<file path="config.mk">
export PLATFORM = sky130hd
export DESIGN_NAME = multicycle_control
export DESIGN_NICKNAME = d
export VERILOG_FILES = /design/src/rtl/multicycle_control.sv
export SDC_FILE = /design/constraint.sdc
export NUM_CORES = 1
export LEC_CHECK = 0
export ABC_AREA = 1
export ABC_CLOCK_PERIOD_IN_PS = 1800
export CAP_MARGIN = 20
export CORE_AREA = 2 2 87 89
export CTS_CLUSTER_DIAMETER = 80
export DETAILED_ROUTE_END_ITERATION = 8
export DIE_AREA = 0 0 89 91
export GPL_TIMING_DRIVEN = 0
export PLACE_DENSITY = 0.69
export SLEW_MARGIN = 20
export SYNTH_ARGS = -nofsm -noshare
export SYNTH_HDL_FRONTEND = slang
export SYNTH_SLANG_ARGS = --single-unit
</file>
<file path="constraint.sdc">
create_clock -name clk -period 1.8 [get_ports clk]
set_input_delay 0.45 -clock clk [delete_from_list [all_inputs] [get_ports clk]]
set_output_delay 0.45 -clock clk [all_outputs]
set_load 0.01 [all_outputs]
</file>
<file path="src/rtl/multicycle_control.sv">
// Multicycle sequencing FSM for the RV32I-subset datapath: walks fetch/decode/execute/memory/writeback,
// drives datapath enables and mux selects from the state register, and counts retired instructions.
//
// state    | meaning
// ---------+--------------------------------------------------------------
// IDLE     | post-reset bubble, no outputs
// FETCH    | read instruction at PC, PC+4 into PC/IR when memReady
// DECODE   | branch target precomputed into ALUOut, dispatch on opcode
// MEMADDR  | effective address rs1 + imm
// MEMREAD  | load request held until memReady
// MEMWB    | load data written to rd
// MEMWRITE | store request held until memReady
// EXEC_R   | rs1 op rs2
// EXEC_I   | rs1 op imm
// ALUWB    | ALU result written to rd
// BRANCH   | compare rs1/rs2, PC <= ALUOut if equal
// HALT     | illegal opcode seen, parked until reset
module multicycle_control #(
   parameter int CNT_W = 32
) (
   input  logic             clk,
   input  logic             reset,
   input  logic [6:0]       opcode,
   input  logic             aluZero,
   input  logic             memReady,
   output logic             pcWrite,
   output logic             pcWriteCond,
   output logic             pcSource,
   output logic             irWrite,
   output logic             memRead,
   output logic             memWrite,
   output logic             iorD,
   output logic             memtoReg,
   output logic             regwrite,
   output logic             aluSrcA,
   output logic [1:0]       aluSrcB,
   output logic [1:0]       aluOp,
   output logic             halted,
   output logic [3:0]       state,
   output logic [CNT_W-1:0] instret
);

   typedef enum logic [3:0] {
      S_IDLE     = 4'd0,
      S_FETCH    = 4'd1,
      S_DECODE   = 4'd2,
      S_MEMADDR  = 4'd3,
      S_MEMREAD  = 4'd4,
      S_MEMWB    = 4'd5,
      S_MEMWRITE = 4'd6,
      S_EXEC_R   = 4'd7,
      S_EXEC_I   = 4'd8,
      S_ALUWB    = 4'd9,
      S_BRANCH   = 4'd10,
      S_HALT     = 4'd11
   } state_t;

   localparam logic [6:0]       OP_LW  = 7'b0000011;
   localparam logic [6:0]       OP_SW  = 7'b0100011;
   localparam logic [6:0]       OP_R   = 7'b0110011;
   localparam logic [6:0]       OP_I   = 7'b0010011;
   localparam logic [6:0]       OP_BEQ = 7'b1100011;
   localparam logic [CNT_W-1:0] ONE    = {{(CNT_W-1){1'b0}}, 1'b1};

   state_t state_q;

   // The branch decision (pcWriteCond & aluZero) is formed in the datapath's PC-enable logic.
   logic unused_alu_zero;
   assign unused_alu_zero = aluZero;

   always_ff @(posedge clk) begin
      if (reset) begin
         state_q <= S_IDLE;
         instret <= '0;
      end else begin
         case (state_q)
            S_IDLE:   state_q <= S_FETCH;
            S_FETCH:  if (memReady) state_q <= S_DECODE;
            S_DECODE: begin
               case (opcode)
                  OP_LW, OP_SW: state_q <= S_MEMADDR;
                  OP_R:         state_q <= S_EXEC_R;
                  OP_I:         state_q <= S_EXEC_I;
                  OP_BEQ:       state_q <= S_BRANCH;
                  default:      state_q <= S_HALT;
               endcase
            end
            S_MEMADDR: begin
               if (opcode == OP_LW)
                  state_q <= S_MEMREAD;
               else if (opcode == OP_SW)
                  state_q <= S_MEMWRITE;
               else
                  state_q <= S_HALT;
            end
            S_MEMREAD: if (memReady) state_q <= S_MEMWB;
            S_MEMWB: begin
               state_q <= S_FETCH;
               instret <= instret + ONE;
            end
            S_MEMWRITE: begin
               if (memReady) begin
                  state_q <= S_FETCH;
                  instret <= instret + ONE;
               end
            end
            S_EXEC_R: state_q <= S_ALUWB;
            S_EXEC_I: state_q <= S_ALUWB;
            S_ALUWB, S_BRANCH: begin
               state_q <= S_FETCH;
               instret <= instret + ONE;
            end
            S_HALT:   state_q <= S_HALT;
            default:  state_q <= S_IDLE;
         endcase
      end
   end

   always_comb begin
      pcWrite     = 1'b0;
      pcWriteCond = 1'b0;
      pcSource    = 1'b0;
      irWrite     = 1'b0;
      memRead     = 1'b0;
      memWrite    = 1'b0;
      iorD        = 1'b0;
      memtoReg    = 1'b0;
      regwrite    = 1'b0;
      aluSrcA     = 1'b0;
      aluSrcB     = 2'd0;
      aluOp       = 2'd0;
      halted      = 1'b0;
      case (state_q)
         S_FETCH: begin
            memRead = 1'b1;
            aluSrcB = 2'd1;
            irWrite = memReady;
            pcWrite = memReady;
         end
         S_DECODE:  aluSrcB = 2'd2;
         S_MEMADDR: begin
            aluSrcA = 1'b1;
            aluSrcB = 2'd2;
         end
         S_MEMREAD: begin
            memRead = 1'b1;
            iorD    = 1'b1;
         end
         S_MEMWB: begin
            regwrite = 1'b1;
            memtoReg = 1'b1;
         end
         S_MEMWRITE: begin
            memWrite = 1'b1;
            iorD     = 1'b1;
         end
         S_EXEC_R: begin
            aluSrcA = 1'b1;
            aluOp   = 2'd2;
         end
         S_EXEC_I: begin
            aluSrcA = 1'b1;
            aluSrcB = 2'd2;
            aluOp   = 2'd2;
         end
         S_ALUWB:  regwrite = 1'b1;
         S_BRANCH: begin
            aluSrcA     = 1'b1;
            aluOp       = 2'd1;
            pcWriteCond = 1'b1;
            pcSource    = 1'b1;
         end
         S_HALT:   halted = 1'b1;
         default: ;
      endcase
   end

   assign state = state_q;

endmodule

</file>
Word-level counts from Yosys, hierarchy flattened
Cells that the tools add are included.

Equal/unequal tests: 19. Muxes and demuxes: 20. $add $sub $neg: 1. Reduce and logical (&&, ||, !) cells: 13.

Operator list (count): $pmux 32 s2 (1); $add 32x1->32 const B (1); $mux 32 (1); $pmux 4 s8 (1); $mux 4 (5); $eq 4x3->1 const B (4); $eq 4x4->1 const B (4); $pmux 4 s4 (1); $eq 7x6->1 const B (2); $reduce_or 2->1 (5); $mux 1 (9); $eq 4x2->1 const B (2); $pmux 2 s2 (2); $reduce_or 4->1 (2); $eq 7x2->1 const B (1); $eq 7x5->1 const B (1); $eq 7x7->1 const B (1); $ne 2x2->1 const B (3); $reduce_or 3->1 (2); $eq 4x1->1 const B (1); $logic_not 4->1 (1); $reduce_and 3->1 (1); $reduce_and 2->1 (1); $reduce_bool 2->1 (1).

Register bits: 36. Output and inout bits: 51. Input bits: 11. Logic and storage cells: 55.

Depth between registers and ports, before layout
Depth in word-level cells: 4. Mapped depth: 11.

Worst setup path after synthesis
OpenSTA, ideal clock, no wires.

Kind: register to output. From: register state_q[0], in the netlist state[0]. To: output port pcWrite. Required time: 1.350 ns. Arrival: 1.274 ns. Stages on the path, launching flop included: 7. Path slack: 0.076 ns. Path through: dfxtp_1 > buf_6 > nand2_2 > nor2_2 > inv_1 > nor2_1 > buf_4.

Longest elaborated chain between the ends: 2.

Ends and longest elaborated chain: start, declared (line 65) `state_t state_q;`; start signal, assigned (line 73) `state_q <= S_IDLE;`; start signal, assigned (line 77) `S_IDLE: state_q <= S_FETCH;`; start signal, assigned (line 78) `S_FETCH: if (memReady) state_q <= S_DECODE;`; $eq 4x1->1; $mux 1; end, declared (line 26) `output logic pcWrite,`.

Every way passes these cells.

Worst setup path after layout
From: register instret[13]. To: output port instret[13].

RTL lines: start, declared (line 40) `output logic [CNT_W-1:0] instret`; start signal, assigned (line 99) `instret <= instret + ONE;`; start signal, assigned (line 104) `instret <= instret + ONE;`; start signal, assigned (line 111) `instret <= instret + ONE;`.

No word-level cell between the ends.

==> results.md <==
* Power per cell area at 757.1 nW/um^2
* Worst Tran Pin Value at roughly 0.7 ns
* Nets@finish at 494
* Pre-antenna DRT Iters at 5
* Port bufs at around 60
* Post-Synth Adder-Cell Area at 0.005079
* First-pass GRT wire length at 11480 um
* Post-synth ARST share at 0
* Synth Area in XOR/XNOR at 0.01422
* Crit-path max FO at 5
* Via count at 2762
* Worst path arrival time at 1.32 ns
* Synthesized area per cell at 6.009 um^2
* Max_slew headroom at 0.5235
* Post-Syn Instances at 410
* Initial antenna violation count at 0
* Largest family of logic cells by synthesized area: simple AND/OR/NAND/NOR gates
* Number of fill cells at 742
* Remaining routing DRC violations at 0
* Number of max-cap violations at 0
* Final setup fails at 0
* Starting density of the core at 0.3452
* Detail Route met2 WL at 3416 um
* Post-synth EDFFs at 0
* Syn. warnings at 0
* Top_reg_cell synth: dfxtp_1
* RePlAce Congestion at 0.8666
* Tot GR Track Use at 0.1788
* Clock Latency Late Sink at 0.29 ns
* Final Instance Area at about 3400 um^2
* Slowest stage delay, CP at 0.58 ns
* FP Rows at 31
* Routed length on met1 at 3251 um
* CP max-delay cell: clkdlybuf4s50_1
* DR vias/cell at 4.754
* CTS root buffer: clkbuf_8
* CTS tree: built
* Cts hold-fix bufs at 0
* Crit end category: primary output
* CTS sink cnt at 36
* Ant. Diodes at 0
* Total routed wirelength at about 7200 um
* Layout cells sized above 1 at 0.1826
* LEAKAGE at 1.294 nW
* Status: complete, no violations
* Fmax at 565.5 MHz
* Cts bufs inserted at 5
* Largest net degree at the start of global routing at 11
* # IOs at 62
* Final Hold Vio Count at 0
* Synth Net Count at 422
* Vias in the first global route at 2460
* Clock Skews at roughly 0.005 ns
* Fin crit share at 0.9824
* Buf/Inv on CP at 1
* Layout area overhead at 37.23%
* Die span in y at 91 um
* Iter 0 DRT Violations at roughly 160
* H-tree depth at 2
* Yosys cell types at 35
* CP Launch Type: flip-flop
* Worst path top cell family by delay: buffers and inverters
* Netlist Area Pre-Place at 2464 um^2
* Core Box Area at 7137 um^2
* Global route overflow at 0
* Number of routed nets with antenna violations at 0
* DIE AREA at roughly 8100 um^2
* Dpl cells at 568
* WS Path Type: flip-flop to primary output
* Simple-gate area share of the yosys netlist at 0.4911
* Worst-path cell chain: clkdlybuf4s50_1
* Min Clock Period, post-route at approximately 1.8 ns
* Chip width at 89 um
* Reg clk slew, reported paths at around 0.07 ns
* Seq cells post-synth at 36
* Compound-gate portion of the synthesized area at 0.09548
* Routed WL per cell at 12.37 um
* Cell Count, Final, Fillers Out at between 500 and 600
* Clock Tree Buf Depth at 2
* Sequential fraction of the synthesis area at 0.2925
* Total power at 2.559 mW
* DP HPWL at 5422 um
* Critical Path RT at 1.35 ns
* Worst min-delay path class: primary input to flip-flop
* Placed cell areas at roughly 3200 um^2
* Pins Over Slew Limit at 0
* Mux cell area share after synthesis at 0
* Met3 WL at 371 um
* DR top layer: met4
* Peak VDD IR at 0.3112 mV
logic make-up (layout without fill, tap and decap cells):
family	Yosys count	after routing
AOI/OAI and AO/OA	39	39
xor gates and xnor gates	4	4
adders and majority gates	1	1
buffers and inverters	56	128
DFF	36	36
and+or+nand+nor	274	274
where the power goes:
| part | switching (mW) | leakage, nW | total [mW] | internal [mW] |
|---|---|---|---|---|
| logic | 0.575 | 0.948 | 1.00 | 0.429 |
| clock network | 0.300 | 0.0503 | 0.642 | 0.341 |
| registers | 0.0672 | 0.296 | 0.913 | 0.846 |
| total | 0.943 | 1.29 | 2.56 | 1.62 |
per-layer routing:
layer  global-route usage  vias up
met3              0.02545       12
met5                    0        -
met4              0.06716        0
li1                     -     1426
met1               0.2374     1245
met2               0.2898       79
state kept, by name, summed over array words and instances (netlist names):
| signal | flops |
|---|---|
| instret | 32 |
| state | 4 |
cell usage in the layout, fill, tap and decap left out, drive strengths merged, types with 3 or more instances in the layout:
cell             n
o21ai            8
dlygate4sd2      4
clkbuf          14
inv             44
nor2            86
buf             18
nand4            8
nand2          142
clkdlybuf4s15    3
dfxtp           36
nand3           26
a21oi           23
clkdlybuf4s50   43
o21bai           3
xor2             4
nor3             5
area by class of cell:
cell class                 instances  area, um^2  share of cell area
multi-input combinational        318        1578              0.4667
sequential                        36       738.2              0.2184
timing repair buffer              66       596.8              0.1765
inverter                          46       177.7             0.05255
tap                               99       123.9             0.03664
clock buffer                       7       96.34             0.02850
buffer                             9       70.07             0.02073
Yosys cell counts (4+ instances only):
library cell / count / area (um^2)
nor2_2: 6 / 37.54
a21oi_2: 5 / 43.79
xor2_1: 4 / 35.03
o21ai_0: 7 / 35.03
nor3_1: 5 / 25.02
dfxtp_1: 36 / 720.7
inv_2: 4 / 15.01
nand2_1: 133 / 499.2
nand4_1: 7 / 43.79
a21oi_1: 18 / 90.09
nor2_1: 76 / 285.3
nand3_1: 24 / 120.1
inv_1: 40 / 150.1
buf_4: 4 / 30.03
nand2_2: 7 / 43.79
metrics by stage:
stage | utilization | hold WS, ns | setup TNS (ns) | setup WS (ns)
5_1_grt | 0.4737 | 0.4682 | -0.02449 | -0.01247
4_1_cts | 0.4670 | 0.4573 | -0.01411 | -0.01411
3_5_place_dp | 0.4453 | 0.4929 | -2.645 | -0.5382
2_1_floorplan | - | 0.5001 | 0 | 0.07620
3_3_place_gp | 0.4453 | 0.4849 | -2.178 | -0.5278
6_report | 0.4737 | 0.4476 | 0 | 0.03175
final timing paths:
check                                         startpoint                       end  slack, ns  cells after the start
worst max-delay path            instret[13]$_SDFFE_PP0P_               instret[13]       0.03                      1
worst min-delay path                               reset  instret[27]$_SDFFE_PP0P_       0.45                      2
worst max register to register     state[0]$_SDFFE_PP0P_   instret[6]$_SDFFE_PP0P_       0.15                     10
worst min register to register   instret[0]$_SDFFE_PP0P_   instret[0]$_SDFFE_PP0P_       0.47                      1
repair_timing:
action | CTS | global route
pin swaps | 1 | 5
gates resized for setup | 47 | 31
buffers inserted | 4 | 3
endpoints found under the setup margin | 17 | 28
No activity file was read; power rests on OpenSTA's default activity.
